==> src/rtl/dice_pkg.sv <==
// Shared constants, state encoding and die helpers for the dice roller.
package dice_pkg;

  localparam logic [15:0] LFSR_TAPS    = 16'hB400;
  localparam logic [15:0] SEED_DEFAULT = 16'hACE1;
  localparam int          MAX_REJECT   = 4;
  localparam int          DIE_W        = 3;
  localparam int          NUM_DICE     = 6;

  typedef enum logic [1:0] {
    ST_IDLE = 2'd0,
    ST_ROLL = 2'd1,
    ST_DONE = 2'd2
  } state_e;

  localparam logic [1:0] IDLE = ST_IDLE;
  localparam logic [1:0] ROLL = ST_ROLL;
  localparam logic [1:0] DONE = ST_DONE;

  // Map an out-of-range draw onto a legal face: (raw mod 6) + 1.
  function automatic logic [DIE_W-1:0] forced_die(input logic [DIE_W-1:0] raw);
    logic [DIE_W-1:0] val;
    case (raw)
      3'd0:    val = 3'd1;
      3'd7:    val = 3'd2;
      default: val = raw;
    endcase
    return val;
  endfunction

endpackage

==> src/rtl/dice_roller_lfsr16_step.sv <==
// One step of the 16-bit Galois LFSR (x^16+x^14+x^13+x^11+1), purely combinational.
module lfsr16_step (
  input  logic [15:0] cur,
  output logic [15:0] nxt
);
  import dice_pkg::*;

  assign nxt = {1'b0, cur[15:1]} ^ (cur[0] ? LFSR_TAPS : 16'h0000);

endmodule

==> src/rtl/dice_roller.sv <==
// Seeded roll engine: draws six dice from an LFSR with bounded rejection
// and presents them atomically together with a valid flag.
module dice_roller #(
  parameter logic [15:0] SEED_DEFAULT = 16'hACE1,
  parameter int          MAX_REJECT   = 4
) (
  input  logic        clk,
  input  logic        rst_n,
  input  logic        roll,
  input  logic        seed_load,
  input  logic [15:0] seed,
  output logic [2:0]  D1,
  output logic [2:0]  D2,
  output logic [2:0]  D3,
  output logic [2:0]  D4,
  output logic [2:0]  D5,
  output logic [2:0]  D6,
  output logic        valid,
  output logic        busy
);
  import dice_pkg::*;

  localparam logic [1:0] REJ_LAST = 2'(MAX_REJECT - 1);

  logic [1:0]       state_r;
  logic [2:0]       idx_r;
  logic [1:0]       rej_r;
  logic [15:0]      lfsr_r;
  logic [15:0]      lfsr_next_s;
  logic             valid_r;
  logic             busy_r;
  logic [DIE_W-1:0] shadow_r [NUM_DICE];
  logic [DIE_W-1:0] dice_r   [NUM_DICE];

  logic [2:0]       draw_s;
  logic             accept_s;
  logic             force_s;
  logic             take_s;
  logic [DIE_W-1:0] die_val_s;

  lfsr16_step u_step (
    .cur (lfsr_r),
    .nxt (lfsr_next_s)
  );

  assign draw_s    = lfsr_next_s[2:0];
  assign accept_s  = (draw_s != 3'd0) && (draw_s != 3'd7);
  assign force_s   = !accept_s && (rej_r == REJ_LAST);
  assign take_s    = accept_s || force_s;
  assign die_val_s = accept_s ? draw_s : forced_die(draw_s);

  // Roll FSM, LFSR, shadow dice and the published output registers.
  always_ff @(posedge clk or negedge rst_n) begin
    if (!rst_n) begin
      state_r <= IDLE;
      idx_r   <= 3'd0;
      rej_r   <= 2'd0;
      lfsr_r  <= SEED_DEFAULT;
      valid_r <= 1'b0;
      busy_r  <= 1'b0;
      for (int i = 0; i < NUM_DICE; i++) begin
        shadow_r[i] <= 3'd0;
        dice_r[i]   <= 3'd0;
      end
    end else begin
      case (state_r)
        IDLE, DONE: begin
          if (seed_load) begin
            lfsr_r <= (seed == 16'h0000) ? SEED_DEFAULT : seed;
          end else if (roll) begin
            state_r <= ROLL;
            idx_r   <= 3'd0;
            rej_r   <= 2'd0;
            valid_r <= 1'b0;
            busy_r  <= 1'b1;
          end else begin
            state_r <= state_r;
          end
        end
        ROLL: begin
          lfsr_r <= lfsr_next_s;
          if (take_s) begin
            rej_r <= 2'd0;
            for (int i = 0; i < NUM_DICE; i++) begin
              if (idx_r == 3'(i)) begin
                shadow_r[i] <= die_val_s;
              end else begin
                shadow_r[i] <= shadow_r[i];
              end
            end
            // The last die bypasses the shadow so the whole roll publishes on one edge.
            if (idx_r == 3'(NUM_DICE - 1)) begin
              for (int i = 0; i < NUM_DICE - 1; i++) begin
                dice_r[i] <= shadow_r[i];
              end
              dice_r[NUM_DICE-1] <= die_val_s;
              valid_r <= 1'b1;
              busy_r  <= 1'b0;
              state_r <= DONE;
            end else begin
              idx_r <= idx_r + 3'd1;
            end
          end else begin
            rej_r <= rej_r + 2'd1;
          end
        end
        default: begin
          state_r <= IDLE;
          busy_r  <= 1'b0;
          valid_r <= 1'b0;
        end
      endcase
    end
  end

  assign D1    = dice_r[0];
  assign D2    = dice_r[1];
  assign D3    = dice_r[2];
  assign D4    = dice_r[3];
  assign D5    = dice_r[4];
  assign D6    = dice_r[5];
  assign valid = valid_r;
  assign busy  = busy_r;

endmodule

==> config.mk <==
export PLATFORM = sky130hd
export DESIGN_NAME = dice_roller
export DESIGN_NICKNAME = d
export VERILOG_FILES = /design/src/rtl/dice_pkg.sv /design/src/rtl/dice_roller_lfsr16_step.sv /design/src/rtl/dice_roller.sv
export SDC_FILE = /design/constraint.sdc
export NUM_CORES = 1
export LEC_CHECK = 0
export CAP_MARGIN = 25
export CORE_AREA = 2 2 71 73
export CTS_CLUSTER_SIZE = 30
export DETAILED_ROUTE_END_ITERATION = 10
export DIE_AREA = 0 0 73 75
export PLACE_DENSITY = 0.93
export SYNTH_ARGS = -nofsm -noshare
export SYNTH_HDL_FRONTEND = slang
export SYNTH_SLANG_ARGS = --single-unit
==> constraint.sdc <==
create_clock -name clk -period 3.4 [get_ports clk]
set_clock_uncertainty 0.05 [all_clocks]
set_input_delay 0.68 -clock clk [delete_from_list [all_inputs] [get_ports clk]]
set_output_delay 0.68 -clock clk [all_outputs]
set_load 0.01 [all_outputs]
---- Word-level counts from Yosys, hierarchy flattened ----
Index checks and enable logic that the tools add are counted.
cells by class
  $add $sub $neg .......................... 2
  eq/ne operators ......................... 16
  muxes and demuxes ....................... 30
  bitwise logic cells ..................... 1
  reduce and logical (&&, ||, !) cells .... 21
operator list
  cell                   number
  $mux W16               3
  $pmux W16 S2           1
  $reduce_and A3 Y1      7
  $logic_not A16 Y1      1
  $xor A15 B16 Y16       1
  $mux W3                5
  $mux W2                7
  $ne A2 B2 Y1 const B   6
  $pmux W3 S2            2
  $eq A3 B3 Y1 const B   3
  $mux W1                8
  $pmux W2 S2            2
  $eq A3 B2 Y1 const B   2
  $logic_not A3 Y1       2
  $reduce_and A5 Y1      1
  $eq A2 B2 Y1 const B   2
  $pmux W1 S2            2
  $reduce_and A4 Y1      1
  $add A3 B1 Y3 const B  1
  $eq A3 B1 Y1 const B   1
  $ne A3 B3 Y1 const B   1
  $reduce_bool A3 Y1     1
  $add A2 B1 Y2 const B  1
  $eq A2 B1 Y1 const B   1
  other kinds (7)        8
storage, ports and cells
  register bits ........................... 58
  bits of input ports ..................... 20
  output and inout port bits .............. 20
  word-level logic and storage cells ...... 87

---- Logic depth before layout (Yosys ltp) ----
  depth after elaboration ................. 9
  mapped depth ............................ 6
  mapped depth without buffers ............ 6

---- By module ----
From an unflattened synthesis, not the netlist that was laid out.
unflattened totals
  cells, all modules ...................... 243
  area, all modules ....................... 2932.8 um^2
modules (own cells, without submodules)
  module       instances  cells an instance  area an instance (um^2)  seq. area each (um^2)
  dice_roller  1          227                2808.9                   1436.4
  lfsr16_step  1          16                 123.9                    0.0

---- Least setup slack after synthesis ----
OpenSTA, ideal clock, no wires.
  path type ............................... flip-flop to flip-flop
  from .................................... register idx_r[1]
  to ...................................... register dice_r, in the netlist D1[0]
  setup time .............................. 0.125 ns
  arrival time ............................ 1.785 ns
  data required time ...................... 3.225 ns
  setup slack ............................. 1.440 ns
  cell stages (with the launch flop) ...... 7
  path buffers ............................ 1
  clock period less this slack ............ 1.960 ns
  cell sequence ........................... dfrtp_1 -> inv_1 -> ha_1 -> nand2_1 -> nor3_4 -> buf_12 -> mux2_4
between the ends
  word-level cells in the longest chain between the ends .. 2
RTL lines
  what                             line                text
  from (decl)                      dice_roller.sv:26   logic [2:0] idx_r;
  from (signal assigned)           dice_roller.sv:101  idx_r <= idx_r + 3'd1;
  $eq A3 B3 Y1                     dice_roller.sv:92   if (idx_r == 3'(NUM_DICE - 1)) begin
  $reduce_and A3 Y1 (no line)      -
  to (signal, indexed assignment)  dice_roller.sv:94   dice_r[i] <= shadow_r[i];
  to (signal, indexed assignment)  dice_roller.sv:96   dice_r[NUM_DICE-1] <= die_val_s;
  to (decl)                        dice_roller.sv:33   logic [DIE_W-1:0] dice_r [NUM_DICE];
Every way passes these cells.
A chain may end at the register's enable or synchronous reset.

---- Worst setup path after layout ----
  from .................................... register idx_r[1]
  to ...................................... register dice_r, in the netlist D3[1]
Same word-level chain as after synthesis.

==> impl_metrics.json <==
{
  "slew_violations": 0,
  "hold_viol": 0,
  "syn_inst": 219,
  "nets": 289,
  "synth-edff-count": 0,
  "layout_commonest_cell": "dfrtp_1",
  "routabilityCongestion": 0.854,
  "clkLatencyLatePin_ns": 0.33,
  "grt_usage": 0.219,
  "cp.arrival_ns": 2.47,
  "overflow": 0,
  "async_reset_ff_frac": 1.00,
  "wire_per_inst_um": 16.7,
  "period_minus_slack_ns": 2.31,
  "cts.sinks": 57,
  "htree_num_levels": 3,
  "drtPass1Iterations": 4,
  "portBuffers": 39,
  "grt_max_degree": 44,
  "cts_resized": 0,
  "avgSynthCellArea_um2": 12.2,
  "rsz0062_at_grt": "false",
  "drc": 0,
  "synth.distinct_cells": 45,
  "syn_area_mm2": 0.00266,
  "status": "finished, final reports clean",
  "ys.warnings.count": 0,
  "p_leak_nw": 1.46,
  "viasPerCell": 5.77,
  "core-area_mm2": 0.00466,
  "end_kind": "flop",
  "cts_tree": "done",
  "start_util": 0.571,
  "min_period_over_period": 0.680,
  "dp_hpwl_um": 3510,
  "wirelength_um": 5380,
  "seq_area_frac_synth": 0.539,
  "clk_pin_slew_worst_paths_ns": 0.07,
  "rows": 25,
  "fin_tns_setup_ns": 0,
  "relSlewSlack": 0.574,
  "hold_path.class": "in -> async",
  "drive_gt1_frac": 0.272,
  "final_antenna_net_count": 0,
  "cts_setup_buffers": 0,
  "root_buffer": "clkbuf_8",
  "fill_cells": 332,
  "ioPinCount": 40,
  "drv_cap": 0,
  "clockBufferDepth": 2,
  "die_h_um": 75,
  "vias": 1858,
  "critPathLaunchType": "flop",
  "syn_to_final_growth_pct": 23.9,
  "grt_antenna_before_repair": 0,
  "ys_ff_latch": 57,
  "die_w_um": 73,
  "cp_max_fo": 13,
  "synth-main-ff-cell": "dfrtp_1",
  "crit_required_ns": 3.56,
  "totalPowerFinal_mw": 3.32,
  "grt_pass1_vias": 1865,
  "p_per_area_mw_per_mm2": 1010,
  "tightest_slew_ns": 0.637,
  "numCtsBuffers": 9,
  "holdBufCountCts": 0,
  "synth_nets": 245,
  "setup_viol": 0,
  "die_area_mm2": 0.00548,
  "final_cell_mix": "49 x dfrtp_1, 38 x clkdlybuf4s50_1, 24 x mux2_2",
  "irDropWorstVdd_mv": 0.530,
  "grt_pass1_wl_um": 8860,
  "antenna_cells": 0,
  "drt_iter0_drc": 93,
  "max_freq_mhz": 433,
  "worst-setup-path-type": "reg -> reg"
}
## path summary, 6_finish.rpt
| path | start | cells after the start | slack (ns) | endpoint |
|---|---|---|---|---|
| worst max register to register | idx_r[1] | 6 | 1.09 | D3[1] |
| max in group asynchronous | rst_n | 3 | 2.41 | lfsr_r[11] |
| min in group clk | lfsr_r[15] | 2 | 0.43 | lfsr_r[15] |
| worst min-delay path | rst_n | 1 | 0.16 | D2[0] |
| worst max-delay path | idx_r[1] | 6 | 1.09 | D3[1] |
| worst min register to register | lfsr_r[15] | 2 | 0.43 | lfsr_r[15] |
## layout make-up
| type | instances | area [µm²] | share of cell area |
|---|---|---|---|
| tap | 54 | 67.6 | 0.0205 |
| timing repair buffer | 45 | 443 | 0.134 |
| inverter | 7 | 26.3 | 0.00796 |
| clock inverter | 2 | 35.0 | 0.0106 |
| clock buffer | 14 | 173 | 0.0523 |
| multi-input combinational | 143 | 1120 | 0.339 |
| sequential | 57 | 1440 | 0.435 |
## report_power, final
group          total (mW)  internal, mW  switching [mW]
Combinational        1.39         0.703           0.687
Clock               0.657         0.398           0.259
Sequential           1.27          1.04           0.235
Total                3.32          2.14            1.18
## critical path, stage by stage (launching register included)
cell	delay (ns)
dfrtp_1	0.41
inv_1	0.12
ha_1	0.29
nand2_1	0.20
nor3_4	0.43
buf_4	0.32
mux2_2	0.36
## state kept, by name, summed over array words and instances, names as in the netlist
name,cells
D2,3
D4,3
state_r,2
D6,3
D5,3
shadow_r,15
D3,3
idx_r,3
rej_r,2
busy,1
D1,3
lfsr_r,16
## metal layers
layer	share of wire	track usage	vias to the layer above	wire length, µm
li1	-	-	874	-
met1	0.42	0.263	912	2240
met2	0.52	0.376	64	2800
met3	0.048	0.0576	8	259
met4	0.015	0.0926	0	81
met5	0	0	-	0
## through the flow
stage,std cells,hold WS (ns),setup WS (ns),area (µm²),util
after floorplan,219,0.334,1.44,2660,-
after global placement,305,0.410,0.910,3070,0.659
after detailed placement,306,0.421,0.854,3090,0.663
after CTS,322,0.154,1.09,3300,0.708
after global routing,322,0.162,0.935,3300,0.708
final,322,0.165,1.09,3300,0.708
## cell usage after synthesis, types with 2 or more instances
master,instances,area (µm²)
a22oi_1,5,37.5
nor2_1,12,45.0
o31ai_1,2,15.0
buf_6,2,22.5
nand3_1,4,20.0
xor2_1,3,26.3
ha_1,6,75.1
nand4_2,3,37.5
a31o_2,2,17.5
nor4_1,4,25.0
inv_1,7,26.3
dfstp_2,8,210
o21ai_0,13,65.1
nand2_1,23,86.3
dfrtp_1,49,1230
buf_2,3,15.0
mux2_2,24,270
clkbuf_1,5,18.8
mux2_4,8,120
a21oi_1,9,45.0
nand4_1,2,12.5
nor3_4,2,32.5
## cells by family after synthesis
family,share of synthesized area
and+or+nand+nor,0.118
DFF,0.539
AOI/OAI and AO/OA,0.109
muxes,0.150
buffers and inverters,0.0414
adders and majority gates,0.0320
xor gates and xnor gates,0.00987
Power figures use the tool's default switching activity.
